--- config.mk ---
export PLATFORM = sky130hd
export DESIGN_NAME = plot_pixel_sink
export DESIGN_NICKNAME = d
export VERILOG_FILES = /design/src/rtl/plot_pixel_sink.sv
export SDC_FILE = /design/constraint.sdc
export NUM_CORES = 1
export LEC_CHECK = 0
export ABC_CLOCK_PERIOD_IN_PS = 3050
export BUFFER_PORTS_ARGS = -buffer_cell sky130_fd_sc_hd__buf_2
export CORE_ASPECT_RATIO = 0.7
export CORE_MARGIN = 8
export CORE_UTILIZATION = 50
export DETAILED_ROUTE_END_ITERATION = 8
export PLACE_DENSITY = 0.7
export SYNTH_ARGS = -nofsm -noshare
export SYNTH_HDL_FRONTEND = slang
export SYNTH_SLANG_ARGS = --single-unit
--- constraint.sdc ---
create_clock -name clk -period 3.05 [get_ports clk]
set_input_delay 0.1525 -clock clk [delete_from_list [all_inputs] [get_ports clk]]
set_output_delay 0.1525 -clock clk [all_outputs]
set_load 0.01 [all_outputs]
--- src/rtl/plot_pixel_sink.sv ---
// plot_pixel_sink
//   Receiving end of the (x, y, colour) plot interface. Pixel-write requests
//   arrive over a valid/ready handshake, are buffered in a DEPTH-entry FIFO,
//   and are drained to the VGA adapter write port, at most one pixel per cycle.
//
// Ports
//   clk, resetn            clock (posedge) and synchronous active-low reset
//   in_valid / in_ready    producer handshake; transfer when both high at posedge
//   in_x, in_y, in_colour  request pixel (8 / 7 / 3 bits)
//   drain_en               permits adapter writes; 0 stalls the output side
//   vga_x, vga_y,
//   vga_colour, vga_plot   registered adapter write port
//   level                  current FIFO occupancy (0..DEPTH)
//
// Configuration
//   PLOT_BOX_EXPAND_EN     when defined, every FIFO entry is expanded into a
//                          BOX_W x BOX_H box (row-major, coordinates wrap).
module plot_pixel_sink #(
  parameter int unsigned DEPTH = 16,
  parameter int unsigned BOX_W = 4,
  parameter int unsigned BOX_H = 4
) (
  input  logic                     clk,
  input  logic                     resetn,
  input  logic                     in_valid,
  output logic                     in_ready,
  input  logic [7:0]               in_x,
  input  logic [6:0]               in_y,
  input  logic [2:0]               in_colour,
  input  logic                     drain_en,
  output logic [7:0]               vga_x,
  output logic [6:0]               vga_y,
  output logic [2:0]               vga_colour,
  output logic                     vga_plot,
  output logic [$clog2(DEPTH):0]   level
);

  localparam int unsigned AW = $clog2(DEPTH);

  typedef enum logic [0:0] {
    IDLE = 1'b0,
    DRAW = 1'b1
  } state_e;

  // FIFO storage and pointers
  logic [17:0]   mem_q [DEPTH];
  logic [AW-1:0] wr_q, rd_q;
  logic [AW:0]   level_q, level_d;

  logic          full, empty, push, pop;
  logic [7:0]    head_x;
  logic [6:0]    head_y;
  logic [2:0]    head_c;

  state_e        state_q, state_d;
  logic [7:0]    x_q, x_d;
  logic [6:0]    y_q, y_d;
  logic [2:0]    c_q, c_d;
  logic          plot_q, plot_d;

`ifdef PLOT_BOX_EXPAND_EN
  localparam logic [2:0] LAST_DX = 3'(BOX_W - 1);
  localparam logic [2:0] LAST_DY = 3'(BOX_H - 1);

  logic [7:0] base_x_q, base_x_d;
  logic [6:0] base_y_q, base_y_d;
  logic [2:0] base_c_q, base_c_d;
  logic [2:0] dx_q, dx_d, dy_q, dy_d;
`endif

  assign full     = (level_q == (AW+1)'(DEPTH));
  assign empty    = (level_q == '0);
  // Derived from registered occupancy only; forced low while reset is asserted.
  assign in_ready = resetn && !full;
  assign push     = in_valid && in_ready;

  assign {head_x, head_y, head_c} = mem_q[rd_q];

  assign vga_x      = x_q;
  assign vga_y      = y_q;
  assign vga_colour = c_q;
  assign vga_plot   = plot_q;
  assign level      = level_q;

  always_comb begin
    level_d = level_q;
    case ({push, pop})
      2'b10:   level_d = level_q + 1'b1;
      2'b01:   level_d = level_q - 1'b1;
      default: level_d = level_q;
    endcase
  end

  always_comb begin
    state_d = state_q;
    pop     = 1'b0;
    x_d     = x_q;
    y_d     = y_q;
    c_d     = c_q;
    plot_d  = 1'b0;
`ifdef PLOT_BOX_EXPAND_EN
    base_x_d = base_x_q;
    base_y_d = base_y_q;
    base_c_d = base_c_q;
    dx_d     = dx_q;
    dy_d     = dy_q;

    // dx/dy always index the next box pixel still to be emitted. The pop in
    // IDLE emits pixel (0,0) straight from the FIFO head so box mode keeps the
    // same first-pixel latency as single-pixel mode.
    case (state_q)
      IDLE: begin
        if (drain_en && !empty) begin
          pop      = 1'b1;
          x_d      = head_x;
          y_d      = head_y;
          c_d      = head_c;
          plot_d   = 1'b1;
          base_x_d = head_x;
          base_y_d = head_y;
          base_c_d = head_c;
          if (LAST_DX == 3'd0 && LAST_DY == 3'd0) begin
            state_d = IDLE;
          end else begin
            state_d = DRAW;
            if (LAST_DX == 3'd0) begin
              dx_d = 3'd0;
              dy_d = 3'd1;
            end else begin
              dx_d = 3'd1;
              dy_d = 3'd0;
            end
          end
        end
      end
      DRAW: begin
        if (drain_en) begin
          x_d    = base_x_q + {5'b0, dx_q};
          y_d    = base_y_q + {4'b0, dy_q};
          c_d    = base_c_q;
          plot_d = 1'b1;
          if (dx_q == LAST_DX && dy_q == LAST_DY) begin
            dx_d = 3'd0;
            dy_d = 3'd0;
            // Chain straight into the next box: its (0,0) comes from base
            // on the following cycle, so there is no bubble.
            if (!empty) begin
              pop      = 1'b1;
              base_x_d = head_x;
              base_y_d = head_y;
              base_c_d = head_c;
            end else begin
              state_d = IDLE;
            end
          end else if (dx_q == LAST_DX) begin
            dx_d = 3'd0;
            dy_d = dy_q + 3'd1;
          end else begin
            dx_d = dx_q + 3'd1;
          end
        end
      end
      default: state_d = IDLE;
    endcase
`else
    state_d = IDLE;
    if (drain_en && !empty) begin
      pop    = 1'b1;
      x_d    = head_x;
      y_d    = head_y;
      c_d    = head_c;
      plot_d = 1'b1;
    end
`endif
  end

  always_ff @(posedge clk) begin
    if (push) begin
      mem_q[wr_q] <= {in_x, in_y, in_colour};
    end
  end

  always_ff @(posedge clk) begin
    if (!resetn) begin
      wr_q    <= '0;
      rd_q    <= '0;
      level_q <= '0;
      state_q <= IDLE;
      x_q     <= '0;
      y_q     <= '0;
      c_q     <= '0;
      plot_q  <= 1'b0;
`ifdef PLOT_BOX_EXPAND_EN
      base_x_q <= '0;
      base_y_q <= '0;
      base_c_q <= '0;
      dx_q     <= '0;
      dy_q     <= '0;
`endif
    end else begin
      if (push) wr_q <= wr_q + 1'b1;
      if (pop)  rd_q <= rd_q + 1'b1;
      level_q <= level_d;
      state_q <= state_d;
      x_q     <= x_d;
      y_q     <= y_d;
      c_q     <= c_d;
      plot_q  <= plot_d;
`ifdef PLOT_BOX_EXPAND_EN
      base_x_q <= base_x_d;
      base_y_q <= base_y_d;
      base_c_q <= base_c_d;
      dx_q     <= dx_d;
      dy_q     <= dy_d;
`endif
    end
  end

endmodule

======== Yosys cells after proc, flatten, opt, wreduce, memory -nomap -nowiden ========
Memory sizes are Yosys's and may differ from the RTL's. A register that Yosys moved wholly into a read port is not among the register bits.
Index checks and enable logic that the tools add are counted.
cells by class
  $add $sub $neg .......................... 4
  multiply operators ...................... 0
  divide/modulo/power cells ............... 0
  magnitude comparators ................... 0
  equality and inequality tests ........... 3
  shifts and indexed selects .............. 0
  muxes and demuxes ....................... 4
  bitwise logic cells ..................... 0
  reductions and logical operators ........ 8
operator list
  operator                                             count
  one-hot mux 5 bit (2 select lines)                   1
  adder 4 x 1 -> 4 bit, second input constant          2
  adder 5 x 1 -> 5 bit, second input constant          1
  equality test 5 bit, second input constant           1
  zero test 5 bit                                      1
  subtractor 5 x 1 -> 5 bit, second input constant     1
  logical AND 1 bit                                    3
  zero test 1 bit                                      3
  two-way mux 1 bit                                    3
  equality test 2 x 1 -> 1 bit, second input constant  1
  equality test 2 bit, second input constant           1
  nonzero test 2 bit                                   1
storage, ports and cells
  bits in registers ....................... 14
  latch bits .............................. 0
  RAM bits ................................ 288
  bits in read-only memories .............. 0
  input port bits ......................... 22
  output and inout bits ................... 25
  memories kept ........................... 1
memory list
  name   depth  width  read ports  clocked after Yosys merged registers in  wr ports  line  source
  mem_q  16     18     1           1                                        1         46    logic [17:0] mem_q [DEPTH];

======== Logic depth before layout (Yosys ltp) ========
  depth in word-level cells ............... 6
  mapped depth ............................ 14

======== Worst setup path before layout ========
Ideal clock, no wire load.
  path kind ............................... register to register
  start point ............................. reg level_q[1], in the netlist level[1]
  end point ............................... reg level_q[2], in the netlist level[2]
  data arrival time ....................... 2.789 ns
  data required time ...................... 2.974 ns
  slack ................................... 0.185 ns
  cell stages (with the launch flop) ...... 13
  period minus slack after synthesis ...... 2.865 ns
  cells stage by stage .................... dfxtp_1 -> buf_6 -> or4_4 -> o21a_1 -> buf_2 -> buf_6 -> ha_1 -> xor2_1 -> ha_1 -> a21oi_1 -> xnor2_1 -> or3_1 -> a21boi_0
on the way
  word-level cells in the longest chain between the ends .. 6
RTL lines
  item                                                                             line  source
  start, declared                                                                  48    logic [AW:0] level_q, level_d;
  start signal, assigned                                                           203   level_q <= level_d;
  zero test 5 bit *                                                                72    assign empty = (level_q == '0);
  zero test 1 bit *                                                                167   if (drain_en && !empty) begin
  logical AND 1 bit *                                                              167
  two-way mux 1 bit *                                                              -
  via plot_d                                                                       59    logic plot_q, plot_d;
  equality test 2 x 1 -> 1 bit / equality test 2 bit (equally long branches)       87    case ({push, pop})
  one-hot mux 5 bit (2 select lines) / nonzero test 2 bit (equally long branches)  -
The timed path passes the listed nets; every way through them passes the cells marked *.
A chain may end at the register's enable or synchronous reset.

======== Worst setup path after layout ========
  start point ............................. reg level_q[1], in the netlist level[1]
  end point ............................... reg level_q[2], in the netlist level[2]
on the way
  word-level cells in the longest chain between the ends .. 6
RTL lines
  item                                                                             line
  zero test 5 bit / equality test 5 bit (equally long branches)                    72, 71
  zero test 1 bit (on tied branches)                                               167, 74
  logical AND 1 bit (on tied branches)                                             167, 74
  two-way mux 1 bit / logical AND 1 bit (equally long branches)                    167, 75
  equality test 2 x 1 -> 1 bit / equality test 2 bit (equally long branches)       87
  one-hot mux 5 bit (2 select lines) / nonzero test 2 bit (equally long branches)  -
Parallel ways exist; a longest one is shown, timed or not.

==> results.cfg <==
[cts]
cts.clk_slew.worst_paths_ns = 0.07
cts_tree = yes
clock_latency_ns = 0.55
numCtsBuffers = 30
cts.path.max_buffers = 3
cts-root-buf = clkbuf_16
cts_max_level = 1
cts_sinks = 320
cts_setup_buffers = 0

[timing]
period_needed_ns = 2.84
setup_ws_ns = 0.209
slew_headroom_pct = 16.4
setup_viol = 0
finClkSkew_ns = 0.0126
rsz0062_at_grt = false
finalCritPeriodShare_pct = 93.1
tns_ns = 0
slew_violations = 0
max_freq_mhz = 352
worst_pin_slew_ns = 1.25
hold_viol_final = 0

[pwr]
ir_drop_mv = 0.430
cellPowerDensity_mw_per_mm2 = 725
leakage_nw = 4.47

[synthesis]
yosys_warnings = 0
synth_compound_area_share_pct = 5.74
syn_nets = 765
netlist_instances = 734
synth.avg_cell_area_um2 = 16.8
synth_xor_xnor_area_share_pct = 0.497
synthTopCellsByArea = edfxtp_1 (70%), mux2i_1 (12%), dfxtp_1 (5.2%)
synth_largest_area_cell = edfxtp_1
synth.distinct_cells = 36
netlist_area_mm2 = 0.0123
synthDominantCellAreaShare_pct = 70.1
yosys.area_share.simple_pct = 3.67
synth_mux_area_share_pct = 12.1
synth_top_family_by_area = multiplexers
ys_ff_latch = 320
synthAdderAreaFrac_pct = 0.912
yosysSeqAreaShare_pct = 75.3

[critical_path]
crit_type = flop to flop
cp_num_buf_inv = 1
cp.required_ns = 3.52
critPathTopFamily = simple AND/OR/NAND/NOR gates
r2r-end = level[2]
r2r-start = level[1]
slowest_delay_ns = 0.55
arrival_ns = 3.31
reg2reg_depth = 11
rrSetupSlack_ns = 0.21
path_max_fanout = 8
start_kind = flop
crit_chain = or4_4 -> o21a_1 -> and2_4 -> inv_1 -> ha_4 -> xor2_1 -> ha_1 -> a21oi_1 -> xnor2_1 -> or3_1 -> a21boi_0
end_kind = flop
slowest_stage = or4_4

[worst_hold_path]
hold_path_depth = 1
hp-class = input port to flop
hold_path_end = mem_q[10][14]
hp-start = in_x[4]

[route]
vias_per_cell = 5.83
dr.pass1.iters = 5
ant_nets = 0
num_vias = 6739
wl_um = 27300
routedWlPerCell_um = 23.6
first_iter_violations = 690
drcViolationCount = 0

[global_route]
use_met2_pct = 28.8
grt_pass1_wl_um = 41200
busiest_layer = met2
use_met3_pct = 3.28
antenna_found_initial = 1
grt_start_max_net_pins = 48
grt_pass1_vias = 6833
track_usage_pct = 17.9
met1_usage_pct = 24.7
grt-ovfl-total = 0

[placement]
gp_congestion = 0.823
hpwl_um = 16800
numPortBuffers = 46
dp_slack_ns = 0.149

[layout]
finalNetCount = 838
drive_above_1_share_pct = 17.2
final_util_pct = 58.1
area_growth_pct = 15.1
diodes = 0

[die]
num_rows = 48
start_util_pct = 50.5
die_y_um = 147
die_x_um = 204
fp.coreArea_mm2 = 0.0244
die_area_mm2 = 0.0300
io_pins = 47

[outcome]
status = complete, no violations

[flow_run]
maxCapViolCount = 0
-- synth_stat cells (all sizes together) --
| cell | number |
|---|---|
| buf | 27 |
| clkbuf | 15 |
| nand3 | 3 |
| nor2 | 15 |
| o21a | 2 |
| a21oi | 20 |
| nand3b | 4 |
| nand2b | 3 |
| o21ai | 21 |
| xor2 | 2 |
| o22ai | 73 |
| nor4b | 1 |
| a21o | 1 |
| xnor2 | 5 |
| nor3 | 7 |
| ha | 9 |
| a221oi | 1 |
| a22oi | 1 |
| or4 | 1 |
| nor4 | 18 |
| or3 | 2 |
| nor2b | 2 |
| dfxtp | 32 |
| nand4b | 1 |
| nand2 | 15 |
| a21boi | 1 |
| mux2i | 149 |
| and2 | 7 |
| inv | 5 |
| nand4 | 2 |
| edfxtp | 288 |
| or3b | 1 |
-- per-stage QoR --
stage	hold slack (ns)	power [W]	cell area, µm²	instances
after floorplan	0.251	0.00604	12300	734
after global placement	0.470	0.00649	13000	1087
after detailed placement	0.485	0.00655	13000	1087
after CTS	0.000181	0.0103	14200	1156
after global routing	0.0151	0.0106	14200	1156
final	0.0148	0.0103	14200	1156
-- final cells by class --
type                       instances  area, µm²
sequential                       320       9290
tap                              325        407
clock inverter                    17        164
inverter                           5       18.8
multi-input combinational        367       2890
fill                            1792      10200
clock buffer                      39        866
timing repair buffer              83        566
-- flip-flops by register name (all words and copies together), names as in the netlist --
register / flops
level: 5
rd_q: 4
vga_x: 8
wr_q: 4
vga_y: 7
vga_colour: 3
mem_q: 288
vga_plot: 1
-- power by group --
| group | switching [W] | leakage (nW) | internal, W |
|---|---|---|---|
| combinational | 0.000887 | 1.10 | 0.000520 |
| sequential | 0.000126 | 2.86 | 0.00496 |
| clock | 0.00156 | 0.506 | 0.00225 |
-- logic make-up after synthesis --
group,Yosys count
xor gates and xnor gates,7
DFF,320
adders and majority gates,9
buffers and inverters,47
muxes,149
AOI/OAI and AO/OA,120
and+or+nand+nor,82
-- cells in the final DEF, fill, tap and decap left out, types with 4 or more instances in the layout --
master / n
nor4_1: 18
buf_4: 22
a21oi_1: 20
clkbuf_16: 31
clkinv_2: 8
mux2i_1: 149
nor3_2: 4
xnor2_1: 5
dfxtp_1: 31
edfxtp_1: 288
o22ai_1: 73
clkbuf_8: 6
inv_1: 5
dlygate4sd3_1: 13
and2_1: 6
nand3b_1: 4
o21ai_0: 21
nor2_2: 12
buf_2: 46
ha_1: 8
nand2_1: 14
-- metal layers --
layer / routed length [µm] / vias to the layer above
met3: 1800 / 55
met4: 679 / 2
met1: 11900 / 3388
met2: 12900 / 241
met5: 13 / -
li1: - / 3053
-- how the worst max path moves through the flow --
stage	start	end	slack, ns	cells past startpoint
after floorplan	level[1]	level[2]	0.19	12
after global placement	level[1]	level[4]	0.28	12
after detailed placement	level[1]	level[2]	0.15	11
after CTS	level[1]	level[2]	0.11	11
after global routing	level[1]	level[4]	0.02	12
final	level[1]	level[2]	0.21	11
-- what timing repair did --
item | 4_1_cts | 5_1_grt
endpoints found under the setup margin | 0 | 2
hold endpoints to repair | 174 | 0
gates resized for setup | 0 | 2
hold buffers | 13 | 0
No activity file was read; power rests on OpenSTA's default activity.
